## config.mk

```make
export PLATFORM = sky130hd
export DESIGN_NAME = pueo_trig_holdoff_ctrl_flat
export DESIGN_NICKNAME = d
export VERILOG_FILES = /design/src/rtl/pueo_trig_pkg.sv /design/src/rtl/pueo_trig_holdoff_ctrl_if.sv /design/src/rtl/pueo_sat_counter.sv /design/src/rtl/pueo_trig_holdoff_ctrl.sv /design/src/flat_wrapper.sv
export SDC_FILE = /design/constraint.sdc
export NUM_CORES = 1
export LEC_CHECK = 0
export CORE_MARGIN = 2
export CORE_UTILIZATION = 35
export DETAILED_ROUTE_END_ITERATION = 12
export HOLD_SLACK_MARGIN = 0.06
export PLACE_DENSITY_LB_ADDON = 0.3
export SKIP_CTS_REPAIR_TIMING = 1
export SLEW_MARGIN = 0
export SYNTH_ARGS = -nofsm -noshare
export SYNTH_HDL_FRONTEND = slang
export SYNTH_HIERARCHICAL = 1
export SYNTH_SLANG_ARGS = --single-unit
export TNS_END_PERCENT = 5
```

## constraint.sdc

```tcl
create_clock -name clk_i -period 3 [get_ports clk_i]
set_clock_uncertainty 0.2 [all_clocks]
set_input_delay 0.75 -clock clk_i [delete_from_list [all_inputs] [get_ports clk_i]]
set_output_delay 0.75 -clock clk_i [all_outputs]
set_load 0.02 [all_outputs]
```

## src/rtl/pueo_trig_pkg.sv

```systemverilog
// Shared types and default sizing for the PUEO trigger holdoff controller.
// Provides the FSM state type and default parameter values.
package pueo_trig_pkg;

    localparam int DEF_NBUF      = 4;
    localparam int DEF_HOLDOFF_W = 16;
    localparam int DEF_CNT_W     = 32;

    typedef enum logic [1:0] {
        DISARMED = 2'd0,
        ARMED    = 2'd1,
        HOLDOFF  = 2'd2
    } trig_ctrl_state_t;

endpackage

```

## src/rtl/pueo_trig_holdoff_ctrl_if.sv

```systemverilog
// Control/status bundle between the L2 side and the trigger holdoff controller.
// master: drives ce/run/trig/holdoff_len/done/cnt_clear; slave: returns
// trig/holdoff/dead/occupancy/counters/underflow.
interface pueo_trig_holdoff_ctrl_if
    import pueo_trig_pkg::*;
#(
    parameter int NBUF      = DEF_NBUF,
    parameter int HOLDOFF_W = DEF_HOLDOFF_W,
    parameter int CNT_W     = DEF_CNT_W
);
    localparam int OCC_W = $clog2(NBUF + 1);

    logic                 ce_i;
    logic                 run_i;
    logic                 trig_i;
    logic [HOLDOFF_W-1:0] holdoff_len_i;
    logic                 done_i;
    logic                 cnt_clear_i;
    logic                 trig_o;
    logic                 holdoff_o;
    logic                 dead_o;
    logic [OCC_W-1:0]     occupancy_o;
    logic [CNT_W-1:0]     trig_count_o;
    logic [CNT_W-1:0]     dead_count_o;
    logic                 underflow_o;

    modport master (
        output ce_i, run_i, trig_i, holdoff_len_i, done_i, cnt_clear_i,
        input  trig_o, holdoff_o, dead_o, occupancy_o,
        input  trig_count_o, dead_count_o, underflow_o
    );

    modport slave (
        input  ce_i, run_i, trig_i, holdoff_len_i, done_i, cnt_clear_i,
        output trig_o, holdoff_o, dead_o, occupancy_o,
        output trig_count_o, dead_count_o, underflow_o
    );

endinterface

```

## src/rtl/pueo_sat_counter.sv

```systemverilog
// Up-counter with synchronous clear; SAT=1 holds at all-ones, SAT=0 wraps.
// Ports: clk_i, rst_i (async high), clr_i, inc_i, cnt_o[W].
module pueo_sat_counter #(
    parameter int W   = 32,
    parameter bit SAT = 1'b0
) (
    input  logic         clk_i,
    input  logic         rst_i,
    input  logic         clr_i,
    input  logic         inc_i,
    output logic [W-1:0] cnt_o
);

    logic [W-1:0] r_cnt;
    logic         w_hold;

    // Saturating mode freezes once every bit is set.
    assign w_hold = SAT && (&r_cnt);

    always_ff @(posedge clk_i or posedge rst_i) begin
        if (rst_i) begin
            r_cnt <= '0;
        end else if (clr_i) begin
            r_cnt <= '0;
        end else if (inc_i && !w_hold) begin
            r_cnt <= r_cnt + W'(1);
        end
    end

    assign cnt_o = r_cnt;

endmodule

```

## src/rtl/pueo_trig_holdoff_ctrl.sv

```systemverilog
// Trigger admission: holdoff after each accepted trigger, buffer occupancy
// tracking, dead/holdoff feedback to L2, trigger and deadtime counters.
// Ports: clk_i, rst_i (async high), bus (slave side of the control bundle).
module pueo_trig_holdoff_ctrl
    import pueo_trig_pkg::*;
#(
    parameter int NBUF      = DEF_NBUF,
    parameter int HOLDOFF_W = DEF_HOLDOFF_W,
    parameter int CNT_W     = DEF_CNT_W
) (
    input  logic                     clk_i,
    input  logic                     rst_i,
    pueo_trig_holdoff_ctrl_if.slave  bus
);

    localparam int              OCC_W = $clog2(NBUF + 1);
    localparam logic [OCC_W-1:0] FULL = OCC_W'(NBUF);

    trig_ctrl_state_t     r_state;
    logic [HOLDOFF_W-1:0] r_hcnt;
    logic [OCC_W-1:0]     r_occ;
    logic                 r_trig;
    logic                 r_holdoff;
    logic                 r_dead;
    logic                 r_underflow;

    trig_ctrl_state_t     w_state_nx;
    logic [HOLDOFF_W-1:0] w_hcnt_nx;
    logic [OCC_W-1:0]     w_occ_nx;
    logic                 w_full;
    logic                 w_accept;
    logic                 w_uflow;
    logic                 w_dead_inc;

    assign w_full   = (r_occ == FULL);
    // run_i low takes priority over a coincident trigger.
    assign w_accept = bus.ce_i & bus.run_i & bus.trig_i
                    & (r_state == ARMED) & ~w_full;

    always_comb begin
        w_state_nx = r_state;
        w_hcnt_nx  = r_hcnt;
        if (bus.ce_i) begin
            if (!bus.run_i) begin
                w_state_nx = DISARMED;
                w_hcnt_nx  = '0;
            end else begin
                case (r_state)
                    DISARMED: w_state_nx = ARMED;
                    ARMED: begin
                        if (w_accept) begin
                            w_state_nx = HOLDOFF;
                            w_hcnt_nx  = bus.holdoff_len_i;
                        end
                    end
                    HOLDOFF: begin
                        // count==0 still spends this tick in HOLDOFF.
                        if (r_hcnt == '0) begin
                            w_state_nx = ARMED;
                        end else begin
                            w_hcnt_nx = r_hcnt - HOLDOFF_W'(1);
                        end
                    end
                    default: w_state_nx = DISARMED;
                endcase
            end
        end
    end

    // done_i acts on every clk; accept+done cancel out.
    always_comb begin
        w_occ_nx = r_occ;
        w_uflow  = 1'b0;
        if (w_accept && !bus.done_i) begin
            w_occ_nx = r_occ + OCC_W'(1);
        end else if (!w_accept && bus.done_i) begin
            if (r_occ == '0) begin
                w_uflow = 1'b1;
            end else begin
                w_occ_nx = r_occ - OCC_W'(1);
            end
        end
    end

    always_ff @(posedge clk_i or posedge rst_i) begin
        if (rst_i) begin
            r_state     <= DISARMED;
            r_hcnt      <= '0;
            r_occ       <= '0;
            r_trig      <= 1'b0;
            r_holdoff   <= 1'b0;
            r_dead      <= 1'b1;
            r_underflow <= 1'b0;
        end else begin
            r_state     <= w_state_nx;
            r_hcnt      <= w_hcnt_nx;
            r_occ       <= w_occ_nx;
            r_trig      <= w_accept;
            r_holdoff   <= (w_state_nx == HOLDOFF);
            r_dead      <= (w_state_nx == DISARMED) | (w_occ_nx == FULL);
            r_underflow <= r_underflow | w_uflow;
        end
    end

    assign w_dead_inc = bus.ce_i & (r_dead | r_holdoff);

    pueo_sat_counter #(
        .W   (CNT_W),
        .SAT (1'b0)
    ) u_trig_cnt (
        .clk_i (clk_i),
        .rst_i (rst_i),
        .clr_i (bus.cnt_clear_i),
        .inc_i (w_accept),
        .cnt_o (bus.trig_count_o)
    );

    pueo_sat_counter #(
        .W   (CNT_W),
        .SAT (1'b1)
    ) u_dead_cnt (
        .clk_i (clk_i),
        .rst_i (rst_i),
        .clr_i (bus.cnt_clear_i),
        .inc_i (w_dead_inc),
        .cnt_o (bus.dead_count_o)
    );

    assign bus.trig_o      = r_trig;
    assign bus.holdoff_o   = r_holdoff;
    assign bus.dead_o      = r_dead;
    assign bus.occupancy_o = r_occ;
    assign bus.underflow_o = r_underflow;

endmodule

```

## src/flat_wrapper.sv

```systemverilog
// flat-port wrapper written by rule: the top's interface ports become plain ports
module pueo_trig_holdoff_ctrl_flat import pueo_trig_pkg::*;
#(
    parameter int NBUF      = DEF_NBUF,
    parameter int HOLDOFF_W = DEF_HOLDOFF_W,
    parameter int CNT_W     = DEF_CNT_W
)
  (clk_i, rst_i, bus_ce_i, bus_run_i, bus_trig_i, bus_holdoff_len_i, bus_done_i, bus_cnt_clear_i, bus_trig_o, bus_holdoff_o, bus_dead_o, bus_occupancy_o, bus_trig_count_o, bus_dead_count_o, bus_underflow_o);
  pueo_trig_holdoff_ctrl_if #(.NBUF(NBUF), .HOLDOFF_W(HOLDOFF_W), .CNT_W(CNT_W)) bus_i ();
  input  logic clk_i;
  input  logic rst_i;
  input wire logic [$bits(bus_i.ce_i)-1:0] bus_ce_i;
  input wire logic [$bits(bus_i.run_i)-1:0] bus_run_i;
  input wire logic [$bits(bus_i.trig_i)-1:0] bus_trig_i;
  input wire logic [$bits(bus_i.holdoff_len_i)-1:0] bus_holdoff_len_i;
  input wire logic [$bits(bus_i.done_i)-1:0] bus_done_i;
  input wire logic [$bits(bus_i.cnt_clear_i)-1:0] bus_cnt_clear_i;
  output wire logic [$bits(bus_i.trig_o)-1:0] bus_trig_o;
  output wire logic [$bits(bus_i.holdoff_o)-1:0] bus_holdoff_o;
  output wire logic [$bits(bus_i.dead_o)-1:0] bus_dead_o;
  output wire logic [$bits(bus_i.occupancy_o)-1:0] bus_occupancy_o;
  output wire logic [$bits(bus_i.trig_count_o)-1:0] bus_trig_count_o;
  output wire logic [$bits(bus_i.dead_count_o)-1:0] bus_dead_count_o;
  output wire logic [$bits(bus_i.underflow_o)-1:0] bus_underflow_o;
  assign bus_i.ce_i = bus_ce_i;
  assign bus_i.run_i = bus_run_i;
  assign bus_i.trig_i = bus_trig_i;
  assign bus_i.holdoff_len_i = bus_holdoff_len_i;
  assign bus_i.done_i = bus_done_i;
  assign bus_i.cnt_clear_i = bus_cnt_clear_i;
  assign bus_trig_o = bus_i.trig_o;
  assign bus_holdoff_o = bus_i.holdoff_o;
  assign bus_dead_o = bus_i.dead_o;
  assign bus_occupancy_o = bus_i.occupancy_o;
  assign bus_trig_count_o = bus_i.trig_count_o;
  assign bus_dead_count_o = bus_i.dead_count_o;
  assign bus_underflow_o = bus_i.underflow_o;
  pueo_trig_holdoff_ctrl #(.NBUF(NBUF), .HOLDOFF_W(HOLDOFF_W), .CNT_W(CNT_W)) u_core (.clk_i(clk_i), .rst_i(rst_i), .bus(bus_i));
endmodule
```

==> flow_metrics.tcl <==
set metrics [dict create \
    rsz0062_at_grt "true" \
    routed_wl_mm 14.1 \
    status "complete, no violations" \
    seqPwrFrac_pct 41.7 \
    holdCritStartpoint "u_core/bus.underflow_o$_DFF_PP0_" \
    avgSynthCellArea_sq_um 9.01 \
    p_sw_mw 1.09 \
    cts_root_buffer "clkbuf_16" \
    overflow 0 \
    io_buffers 93 \
    die_y_um 127 \
    syn_inst 589 \
    worstHoldEndpoint "u_core/bus.underflow_o$_DFF_PP0_" \
    gp_congestion 0.837 \
    r2r-end "u_core/u_trig_cnt/cnt_o[31]$_DFFE_PP0P_" \
    whs_path_depth 1 \
    die-area_sq_um 16200 \
    p_sw_share_pct 32.8 \
    vias 4937 \
    power_leakage_nw 2.72 \
    drive_above_1_share_pct 14.5 \
    tightest_slew_ps 802 \
    synth_area_leader_cell "dfrtp_1" \
    grt_pass1_vias 4700 \
    synth_top_area_share_pct 41.5 \
    syn_area_sq_um 5310 \
    pwr-share-comb_pct 26.3 \
    yosys_warnings 6 \
    critPathLaunch "bus_run_i" \
    endpoint_kind "register" \
    synth_enable_flop_cells 0 \
    antenna_cells 0 \
    r2r_start "u_core/bus.occupancy_o[1]$_DFF_PP0_" \
    synth-seq-area-share_pct 42.0 \
    slew_viol_final 0 \
    htreeDepth 3 \
    antenna_found_initial 0 \
    synth_cell_types 65 \
    place_hpwl_mm 9.92 \
    hold_class "reg -> reg" \
    ys_ff_latch 89 \
    rows 45 \
    critPathArrivalTime_ps 3020 \
    pin_count 94 \
    grt_pass1_wl_mm 23.3 \
    drv_cap 0 \
    power.density_nw_per_um2 480 \
    p_clk_share_pct 32.0 \
    clk_latency_ps 350 \
    dominantRegCellSynth "dfrtp_1" \
    clock_sinks 89 \
    yosysMostFrequentCell "dfrtp_1" \
    fin_tns_setup_ps 0 \
    finalWorstSetupSlack_ps 55.8 \
    hold_viol 0 \
    max_freq_ghz 0.340 \
    r2r_cells 10 \
    area_growth_pct 30.4 \
    synth_common_cells "dfrtp_1 (88), nor2_1 (61), nand2_1 (40)" \
    ys_top_cells_by_area "dfrtp_1 (41%), nor2_1 (4.3%), a21oi_1 (3.7%)" \
    fillCellCount 1424 \
    antenna_left 0 \
    setup_viol 0 \
    cp-start-kind "primary input" \
    via_per_inst 5.57 \
    slew_headroom_pct 46.5 \
    core_sq_um 15000 \
    drc 0 \
    finalCriticalPeriod_ps 2940 \
    wl_per_cell_um 15.9 \
    cts.clk_slew.worst_paths_ps 70 \
    final_nets 724 \
    internal_power_mw 2.23 \
    drtIter0Drc 294 \
    finalCritPeriodShare_pct 98.1 \
    required_ps 3080 \
    fp.dieW_um 127 \
    utilization_pct 46.0 \
    grt_max_degree 78 \
    pre_cts_slack_ps -409 \
    ir_drop_uv 359 \
    grt_usage_pct 17.7 \
    crit_fanout 4 \
    critical_path_class "in -> reg" \
    dr.pass1.iters 5 \
    cts_buffers 9 \
    initial_core_util_pct 35.3 \
    async_flop_share_pct 100 \
    r2r_setup_slack_ps 150 \
    clockBufferDepth 2 \
    syn_nets 619 \
    cts_tree "done" \
]
[registers in the layout (all words and copies together) (netlist names)]
register	count
u_core/r_hcnt	16
u_core/u_dead_cnt/cnt_o	32
u_core/bus.trig_o	1
u_core/bus.underflow_o	1
u_core/bus.dead_o	1
u_core/bus.holdoff_o	1
u_core/u_trig_cnt/cnt_o	32
u_core/r_state	2
u_core/bus.occupancy_o	3
[cell usage in the layout (no fill, tap or decap), drive strengths merged, types with 3 or more instances in the layout]
cell type	instances
nor3	21
inv	25
nor4	23
ha	7
nand2	40
o2111ai	3
nand3	23
or2	4
o31ai	12
buf	36
o2bb2ai	12
and3	6
clkbuf	10
or4	15
o22ai	3
nand4	22
o21ai	36
nor2b	14
nor2	61
clkinvlp	3
and2	5
nor3b	4
or3	18
xnor2	14
a2111oi	3
and4	5
mux2	12
clkdlybuf4s50	92
xor2	9
dfrtp	88
a21oi	39
a211oi	3
mux2i	5
[through the flow]
step | hold WS (ps) | instance area [sq um] | std cells | power [mW]
floorplan | 281 | 5410 | 589 | 1.98
global placement | 253 | 6630 | 871 | 2.24
detailed placement | 267 | 6630 | 871 | 2.27
CTS | 287 | 6900 | 886 | 3.35
global route | 304 | 6920 | 886 | 3.52
finish | 282 | 6920 | 886 | 3.32
[power by group through the flow]
stage / registers [mW] / logic, mW / clock network (mW)
2_1_floorplan: 1.42 / 0.561 / 0
3_3_place_gp: 1.40 / 0.840 / 0
3_5_place_dp: 1.40 / 0.866 / 0
4_1_cts: 1.38 / 0.869 / 1.10
5_1_grt: 1.40 / 0.964 / 1.15
6_report: 1.39 / 0.872 / 1.06
[logic make-up after synthesis]
logic type / count (synthesis) / synth area share (%)
buf+inv: 59 / 5.26
xor+xnor: 23 / 3.79
compound gates: 127 / 16.4
simple gates: 267 / 27.5
mux: 17 / 3.49
fa+ha+maj: 7 / 1.65
flops: 89 / 42.0
[area by class of cell]
cell class | instances | area, sq um | share of cell area, %
multi-input combinational | 441 | 2890 | 41.8
sequential | 89 | 2230 | 32.2
timing repair buffer | 128 | 1200 | 17.4
clock buffer | 10 | 239 | 3.45
tap | 188 | 235 | 3.40
inverter | 25 | 93.8 | 1.36
clock inverter | 5 | 32.5 | 0.470
[metal layers]
metal / global-route usage, % / part of all wire [%] / wire length [um] / vias up
met5: 0 / 0 / 0 / -
met4: 6.92 / 1.4 / 199 / 0
met3: 2.81 / 4.0 / 563 / 13
met2: 28.8 / 49 / 6860 / 114
met1: 23.7 / 46 / 6430 / 2439
li1: - / - / - / 2371
[worst max-delay path, stage by stage]
cell and delay, ps:
clkdlybuf4s50_1 480, and2_4 140, nand4_1 120, inv_2 130, o2111ai_4 150, buf_4 180, or4_4 510, or4_1 420
a21oi_2 130
[how the worst max path moves through the flow]
stage	end	slack, ps	cells past startpoint
floorplan	u_core/u_trig_cnt/cnt_o[23]$_DFFE_PP0P_	-170	11
global placement	u_core/u_trig_cnt/cnt_o[31]$_DFFE_PP0P_	-340	9
detailed placement	u_core/u_trig_cnt/cnt_o[26]$_DFFE_PP0P_	-410	9
CTS	u_core/u_trig_cnt/cnt_o[26]$_DFFE_PP0P_	-30	9
global route	u_core/u_trig_cnt/cnt_o[31]$_DFFE_PP0P_	-1	9
finish	u_core/u_trig_cnt/cnt_o[31]$_DFFE_PP0P_	60	9
Power figures use the tool's default switching activity.
